--- src/rtl/video_pattern_gen.sv ---
// Free-running video timing and test-pattern source, one pixel per clock.
// Define VIDEO_PATTERN_GEN_SCROLL_EN to scroll the pattern left one pixel per frame.
module video_pattern_gen #(
    parameter int H_ACTIVE = 1280,
    parameter int H_FP     = 110,
    parameter int H_SYNC   = 40,
    parameter int H_BP     = 220,
    parameter int V_ACTIVE = 720,
    parameter int V_FP     = 5,
    parameter int V_SYNC   = 5,
    parameter int V_BP     = 20,
    parameter bit HS_POL   = 1'b1,
    parameter bit VS_POL   = 1'b1
) (
    input  logic       clk,
    input  logic       rst,
    input  logic       en_i,
    input  logic [1:0] pattern_sel_i,
    output logic [7:0] red_o,
    output logic [7:0] green_o,
    output logic [7:0] blue_o,
    output logic       dv_o,
    output logic       hs_o,
    output logic       vs_o,
    output logic       sof_o
);

    localparam int H_TOT = H_ACTIVE + H_FP + H_SYNC + H_BP;
    localparam int V_TOT = V_ACTIVE + V_FP + V_SYNC + V_BP;
    localparam int HW    = $clog2(H_TOT);
    localparam int VW    = $clog2(V_TOT);
    localparam int BAR_W = H_ACTIVE / 8;

    logic [HW-1:0] h;
    logic [VW-1:0] v;
    logic [1:0]    sel_q;
    logic [1:0]    sel_cur;
    logic          h_wrap;
    logic          v_wrap;
    logic          frame_start;
    logic          act;
    logic          hs_n;
    logic          vs_n;
    logic [15:0]   x;
    logic [7:0]    x8;
    logic [7:0]    v8;
    logic [2:0]    bar;
    logic [7:0]    r_n;
    logic [7:0]    g_n;
    logic [7:0]    b_n;

`ifdef VIDEO_PATTERN_GEN_SCROLL_EN
    logic [7:0]    f;
`endif

    always_comb begin
        h_wrap      = (h == HW'(H_TOT - 1));
        v_wrap      = (v == VW'(V_TOT - 1));
        frame_start = (h == '0) && (v == '0);
        // the frame's pattern is the one presented on its first pixel
        sel_cur     = frame_start ? pattern_sel_i : sel_q;
`ifdef VIDEO_PATTERN_GEN_SCROLL_EN
        x = 16'((32'(h) + 32'(f)) % H_ACTIVE);
`else
        x = 16'(h);
`endif
        x8   = 8'(x);
        v8   = 8'(v);
        act  = (32'(h) < H_ACTIVE) && (32'(v) < V_ACTIVE);
        hs_n = (32'(h) >= H_ACTIVE + H_FP)
            && (32'(h) < H_ACTIVE + H_FP + H_SYNC);
        vs_n = (32'(v) >= V_ACTIVE + V_FP)
            && (32'(v) < V_ACTIVE + V_FP + V_SYNC);
        bar  = 3'(32'(x) / BAR_W);
        r_n  = '0;
        g_n  = '0;
        b_n  = '0;
        if (act) begin
            unique case (sel_cur)
                2'd0: begin
                    r_n = {8{~bar[1]}};
                    g_n = {8{~bar[2]}};
                    b_n = {8{~bar[0]}};
                end
                2'd1: begin
                    r_n = x8;
                    g_n = x8;
                    b_n = x8;
                end
                2'd2: begin
                    r_n = {8{x8[3] ^ v8[3]}};
                    g_n = {8{x8[3] ^ v8[3]}};
                    b_n = {8{x8[3] ^ v8[3]}};
                end
                default: begin
                    r_n = v8;
                    g_n = v8;
                    b_n = v8;
                end
            endcase
        end
    end

    always_ff @(posedge clk) begin
        if (rst || !en_i) begin
            h       <= '0;
            v       <= '0;
            red_o   <= '0;
            green_o <= '0;
            blue_o  <= '0;
            dv_o    <= 1'b0;
            sof_o   <= 1'b0;
            hs_o    <= ~HS_POL;
            vs_o    <= ~VS_POL;
`ifdef VIDEO_PATTERN_GEN_SCROLL_EN
            f       <= '0;
`endif
            if (rst) sel_q <= '0;
        end else begin
            sel_q   <= sel_cur;
            red_o   <= r_n;
            green_o <= g_n;
            blue_o  <= b_n;
            dv_o    <= act;
            sof_o   <= act && frame_start;
            hs_o    <= hs_n ? HS_POL : ~HS_POL;
            vs_o    <= vs_n ? VS_POL : ~VS_POL;
            if (h_wrap) begin
                h <= '0;
                v <= v_wrap ? '0 : v + 1'b1;
`ifdef VIDEO_PATTERN_GEN_SCROLL_EN
                if (v_wrap) f <= f + 8'd1;
`endif
            end else begin
                h <= h + 1'b1;
            end
        end
    end

endmodule

--- config.mk ---
export PLATFORM = sky130hd
export DESIGN_NAME = video_pattern_gen
export DESIGN_NICKNAME = d
export VERILOG_FILES = /design/src/rtl/video_pattern_gen.sv
export SDC_FILE = /design/constraint.sdc
export NUM_CORES = 1
export LEC_CHECK = 0
export CELL_PAD_IN_SITES_DETAIL_PLACEMENT = 0
export CELL_PAD_IN_SITES_GLOBAL_PLACEMENT = 1
export CORE_ASPECT_RATIO = 1.1
export CORE_UTILIZATION = 47
export CTS_BUF_LIST = sky130_fd_sc_hd__clkbuf_8
export CTS_CLUSTER_SIZE = 16
export DETAILED_ROUTE_END_ITERATION = 16
export PLACE_DENSITY_LB_ADDON = 0.1
export SKIP_LAST_GASP = 1
export SYNTH_ARGS = -nofsm -noshare
export SYNTH_HDL_FRONTEND = slang
export SYNTH_SLANG_ARGS = --single-unit
--- constraint.sdc ---
create_clock -name clk -period 4.2 [get_ports clk]
set_input_delay 0.84 -clock clk [delete_from_list [all_inputs] [get_ports clk]]
set_output_delay 0.84 -clock clk [all_outputs]
set_load 0.02 [all_outputs]
# == Word-level counts from Yosys, hierarchy flattened ==
# Cells that the tools add are included.
# word_totals
output_inout_bits,28
wordCells,50
register_bits,51
in_bits,5
# op_classes
mux,9
div_mod_pow,1
eq_ne,5
n_lt_le_gt_ge,6
bitwise_logic,5
add_sub_neg,2
n_reduce_logical,12
# ops
op,count
8-bit case mux with 3 select lines,3
"11-bit by 8-bit divider with 32-bit output, second input constant",1
"11-bit < comparator, second input constant",2
"10-bit < comparator, second input constant",2
"11-bit by 1-bit adder with 11-bit output, second input constant",1
"11-bit equality test, second input constant",1
"11-bit greater-or-equal comparator, second input constant",1
11-bit zero test,1
"10-bit by 1-bit adder with 10-bit output, second input constant",1
"10-bit equality test, second input constant",1
"10-bit greater-or-equal comparator, second input constant",1
10-bit zero test,1
10-bit two-way mux,1
2-bit two-way mux,3
1-bit logical AND,5
1-bit NOT,4
2-bit OR reduction,2
"2-bit by 1-bit equality test with 1-bit output, second input constant",1
"2-bit equality test, second input constant",1
2-bit zero test,1
1-bit two-way mux,2
"2-bit inequality test, second input constant",1
1-bit zero test,1
1-bit logical OR,1
1-bit XOR,1

# == Longest topological paths before layout ==
# logic_depth
depth_word,5
mapped_depth,10

# == Worst setup path before layout ==
# No wires, ideal clock.
# synth_path
path_type,reg2reg
from,reg h[8]
to,reg red_o[3]
setup_time_ns,0.068
arrival_time_ns,2.421
period_less_slack_ns,2.489
setup_slack_ns,1.711
path_stages_with_launch,11
path_cell_list,dfxtp_1 > buf_4 > or2_1 > ha_1 > nor2b_4 > buf_6 > a21o_1 > a222oi_1 > a21oi_1 > a2111o_1 > o21ai_2
# synth_between
elab_chain_cells,5
word_cells_on_any_way,13
classes_between,div (1); order compare (1); eq/ne (2); mux (2); bitwise (2); reduce/logical (5)
# synth_rtl
item,line,text
start: declaration,34,logic [HW-1:0] h;
start signal: assignment,135,h <= h + 1'b1;
"parallel branches: the longest is 5 deep, another holds 11-bit by 8-bit divider with 32-bit output",-,
end signal: assignment,121,red_o <= r_n;
end: declaration,19,"output logic [7:0] red_o,"
# Parallel ways; which one is timed is not known.
# A chain may end at the register's enable or synchronous reset.

# == Worst setup path after layout ==
# layout_path
from,reg h[8]
to,reg red_o[2]
# Same word-level chain as after synthesis.

==> impl_metrics.json <==
{
  "status": "finished, final reports clean",
  "synth-compound-area-share_pct": 21.7,
  "grt_pass1_vias": 2233,
  "yosysSeqAreaShare_pct": 37.5,
  "whs_path_depth": 1,
  "ys_top_cells_by_area": "dfxtp_1 (35%), nand2_1 (4.9%), a21oi_1 (4.3%)",
  "post_cts_buffers": 0,
  "synth.mux.area_fraction_pct": 1.94,
  "via_per_inst": 5.69,
  "core_area_um2": 5540,
  "dieArea_um2": 6210,
  "max_slew_margin_pct": 53.8,
  "drv_cap": 0,
  "hpwl_um": 4920,
  "vias": 2413,
  "crit_top_cell": "nand2_1",
  "dieWidth_um": 75.3,
  "crit_arrival_ps": 3170,
  "synth-xor-area-share_pct": 4.74,
  "hold_buffers": 0,
  "period_share_pct": 69.5,
  "critPathSlowestCell": "dfxtp_1",
  "peakVddDrop_mv": 0.138,
  "critPathKind": "reg2reg",
  "rows": 28,
  "synthAdderAreaFrac_pct": 3.97,
  "start_util_pct": 50.1,
  "place_congestion": 0.875,
  "power_leakage_nw": 1.17,
  "hold_path_class": "reg2reg",
  "yosys.area.top_type_share_pct": 35.4,
  "reg2reg_to": "red_o[2]$_SDFF_PP0_",
  "synth_warnings": 0,
  "syn_area_um2": 2770,
  "area_delta_synth_final_pct": 16.0,
  "avgSynthCellArea_um2": 8.48,
  "htree_num_levels": 2,
  "path_cells": "or2_1 -> ha_1 -> nor2b_4 -> nand2_1 -> a222oi_1 -> a21oi_1 -> a2111o_1 -> nand2_1",
  "ys_ff_latch": 51,
  "ys.flop_type": "dfxtp_1",
  "reg2reg_depth": 8,
  "cpPeakStageDelay_ps": 700,
  "ys_types": 65,
  "grt_start_max_net_pins": 20,
  "syn_nets": 340,
  "num-fill-cells": 575,
  "worst_slack_ps": 1280,
  "worstPathMaxFanout": 19,
  "setup_viol": 0,
  "worst_pin_slew_ps": 688,
  "layout.area.seq_um2": 1040,
  "whs_ps": 530,
  "setup_tns_ps": 0,
  "synth_edf_count": 2,
  "first_pass_iters": 4,
  "final_util_pct": 58.1,
  "cts_resized": 0,
  "regToRegStartpoint": "h[8]$_SDFF_PP0_",
  "synth_top_cell_by_area": "dfxtp_1",
  "rsz0062_at_grt": "no",
  "clkLatencyLatePin_ps": 310,
  "synthSimpleGateAreaFrac_pct": 25.3,
  "drtAntennaViolNets": 0,
  "syn_inst": 327,
  "antenna_found_initial": 0,
  "fin_nets": 361,
  "multi_input_area_um2": 1600,
  "drt_iter0_drc": 141,
  "clockBufferDepth": 2,
  "grt_pass1_wl_um": 11100,
  "finalCriticalPeriod_ps": 2920,
  "grt.overflow.total": 0,
  "required_ps": 4450,
  "clock_sinks": 51,
  "die_h_um": 82.6,
  "numCtsBuffers": 5,
  "path_buf_inv": 0,
  "cp_top_family": "compound AO/OA/AOI/OAI gates",
  "io_pins": 33,
  "io_buffers": 32,
  "synthArstFlopShare_pct": 0,
  "route.detailed.drc": 0,
  "min-delay-start": "h[0]$_SDFF_PP0_",
  "reg2reg_slack_ps": 1280,
  "wl_per_cell_um": 15.7,
  "min_to": "h[0]$_SDFF_PP0_",
  "cts_tree": "built",
  "synth_top_family_by_area": "simple AND/OR/NAND/NOR gates",
  "clkTransAtPathRegs_ps": 90,
  "slew_viol_final": 0,
  "cp-start-kind": "flip-flop",
  "grt.total_usage_pct": 24.1,
  "fin_skew_ps": 5.14,
  "pre_cts_ws_ps": 1340,
  "power.density_nw_per_um2": 296,
  "hold_viol_final": 0,
  "drt_wl_total_um": 6640,
  "cp-end-kind": "flip-flop",
  "diodes": 0,
  "root_buffer": "clkbuf_8",
  "fmax_ghz": 0.343,
  "drive_gt1_share_pct": 8.60
}
## worst max path at each step
| stage | endpoint | cells after the start | startpoint |
|---|---|---|---|
| after floorplan | red_o[3]$_SDFF_PP0_ | 10 | h[8]$_SDFF_PP0_ |
| after global placement | red_o[4]$_SDFF_PP0_ | 8 | h[8]$_SDFF_PP0_ |
| after detailed placement | red_o[2]$_SDFF_PP0_ | 8 | h[8]$_SDFF_PP0_ |
| after CTS | red_o[1]$_SDFF_PP0_ | 8 | h[8]$_SDFF_PP0_ |
| after global routing | blue_o[6]$_SDFF_PP0_ | 8 | h[8]$_SDFF_PP0_ |
| final | red_o[2]$_SDFF_PP0_ | 8 | h[8]$_SDFF_PP0_ |
## sequential cells by signal, indices dropped and copies added (netlist names)
name / flops
blue_o: 8
dv_o: 1
green_o: 8
h: 11
hs_o: 1
red_o: 8
sel_q: 2
sof_o: 1
v: 10
vs_o: 1
## through the flow
stage	total power, W	instance area, um2	cells
final	0.000953	3220	424
after global routing	0.000989	3220	424
after CTS	0.000960	3220	424
after detailed placement	0.000620	3100	416
after global placement	0.000618	3100	416
after floorplan	0.000578	2770	327
## worst reg2reg max path, stage by stage, from the launching register on
cell,delay (ps)
dfxtp_1,700
or2_1,200
ha_1,260
nor2b_4,210
nand2_1,110
a222oi_1,640
a21oi_1,140
a2111o_1,510
nand2_1,100
## routing by layer
metal  up-vias  wire length, um  GRT usage (%)
met1      1111             3210           32.7
li1       1224                -              -
met3        16              282           3.64
met4         0              180           10.2
met5         -                0              0
met2        62             2970           37.8
## cell usage in the layout (no fill, tap or decap), types with 3 or more instances in the layout
cell              n
a211o_1           3
a21o_1            4
a21oi_1          24
and3_1            5
and4_1            3
clkbuf_8          5
clkdlybuf4s50_1  32
dfxtp_1          49
ha_1              8
inv_1            12
mux2_2            3
nand2_1          36
nand2b_1          5
nand3_1          13
nand4_1           3
nor2_1           31
nor2b_1           5
nor3_1            3
nor4_1            5
o21ai_0          14
o31ai_1           7
or3_1             3
xnor2_1           7
xor2_1            8
## report_power, final
group / total (W) / switching (W) / internal, W
registers: 0.000509 / 0.00000811 / 0.000501
clock network: 0.000344 / 0.000166 / 0.000178
logic: 0.0000994 / 0.0000575 / 0.0000419
## cells by family (layout without fill, tap and decap cells)
| kind of cell | Yosys count | count (layout) |
|---|---|---|
| adders and majority gates | 9 | 9 |
| buffers and inverters | 31 | 53 |
| DFF | 51 | 51 |
| xor gates and xnor gates | 15 | 15 |
| muxes | 5 | 5 |
| AOI/OAI and AO/OA | 85 | 85 |
| and+or+nand+nor | 131 | 131 |
## synthesized netlist by cell type (all sizes together) (8+ instances only)
cell type,instances
dfxtp,49
o21ai,17
nand2,36
nand3,13
a21oi,24
inv,12
xor2,8
ha,8
nor2,31
clkbuf,12
## cell type report
| type | instances | area share [%] |
|---|---|---|
| Clock buffer | 5 | 2.14 |
| Multi-Input combinational cell | 245 | 49.6 |
| Inverter | 12 | 1.40 |
| Timing Repair Buffer | 33 | 10.2 |
| Sequential cell | 51 | 32.4 |
| Clock inverter | 3 | 1.36 |
| Tap cell | 75 | 2.92 |
No activity file was read; power rests on OpenSTA's default activity.
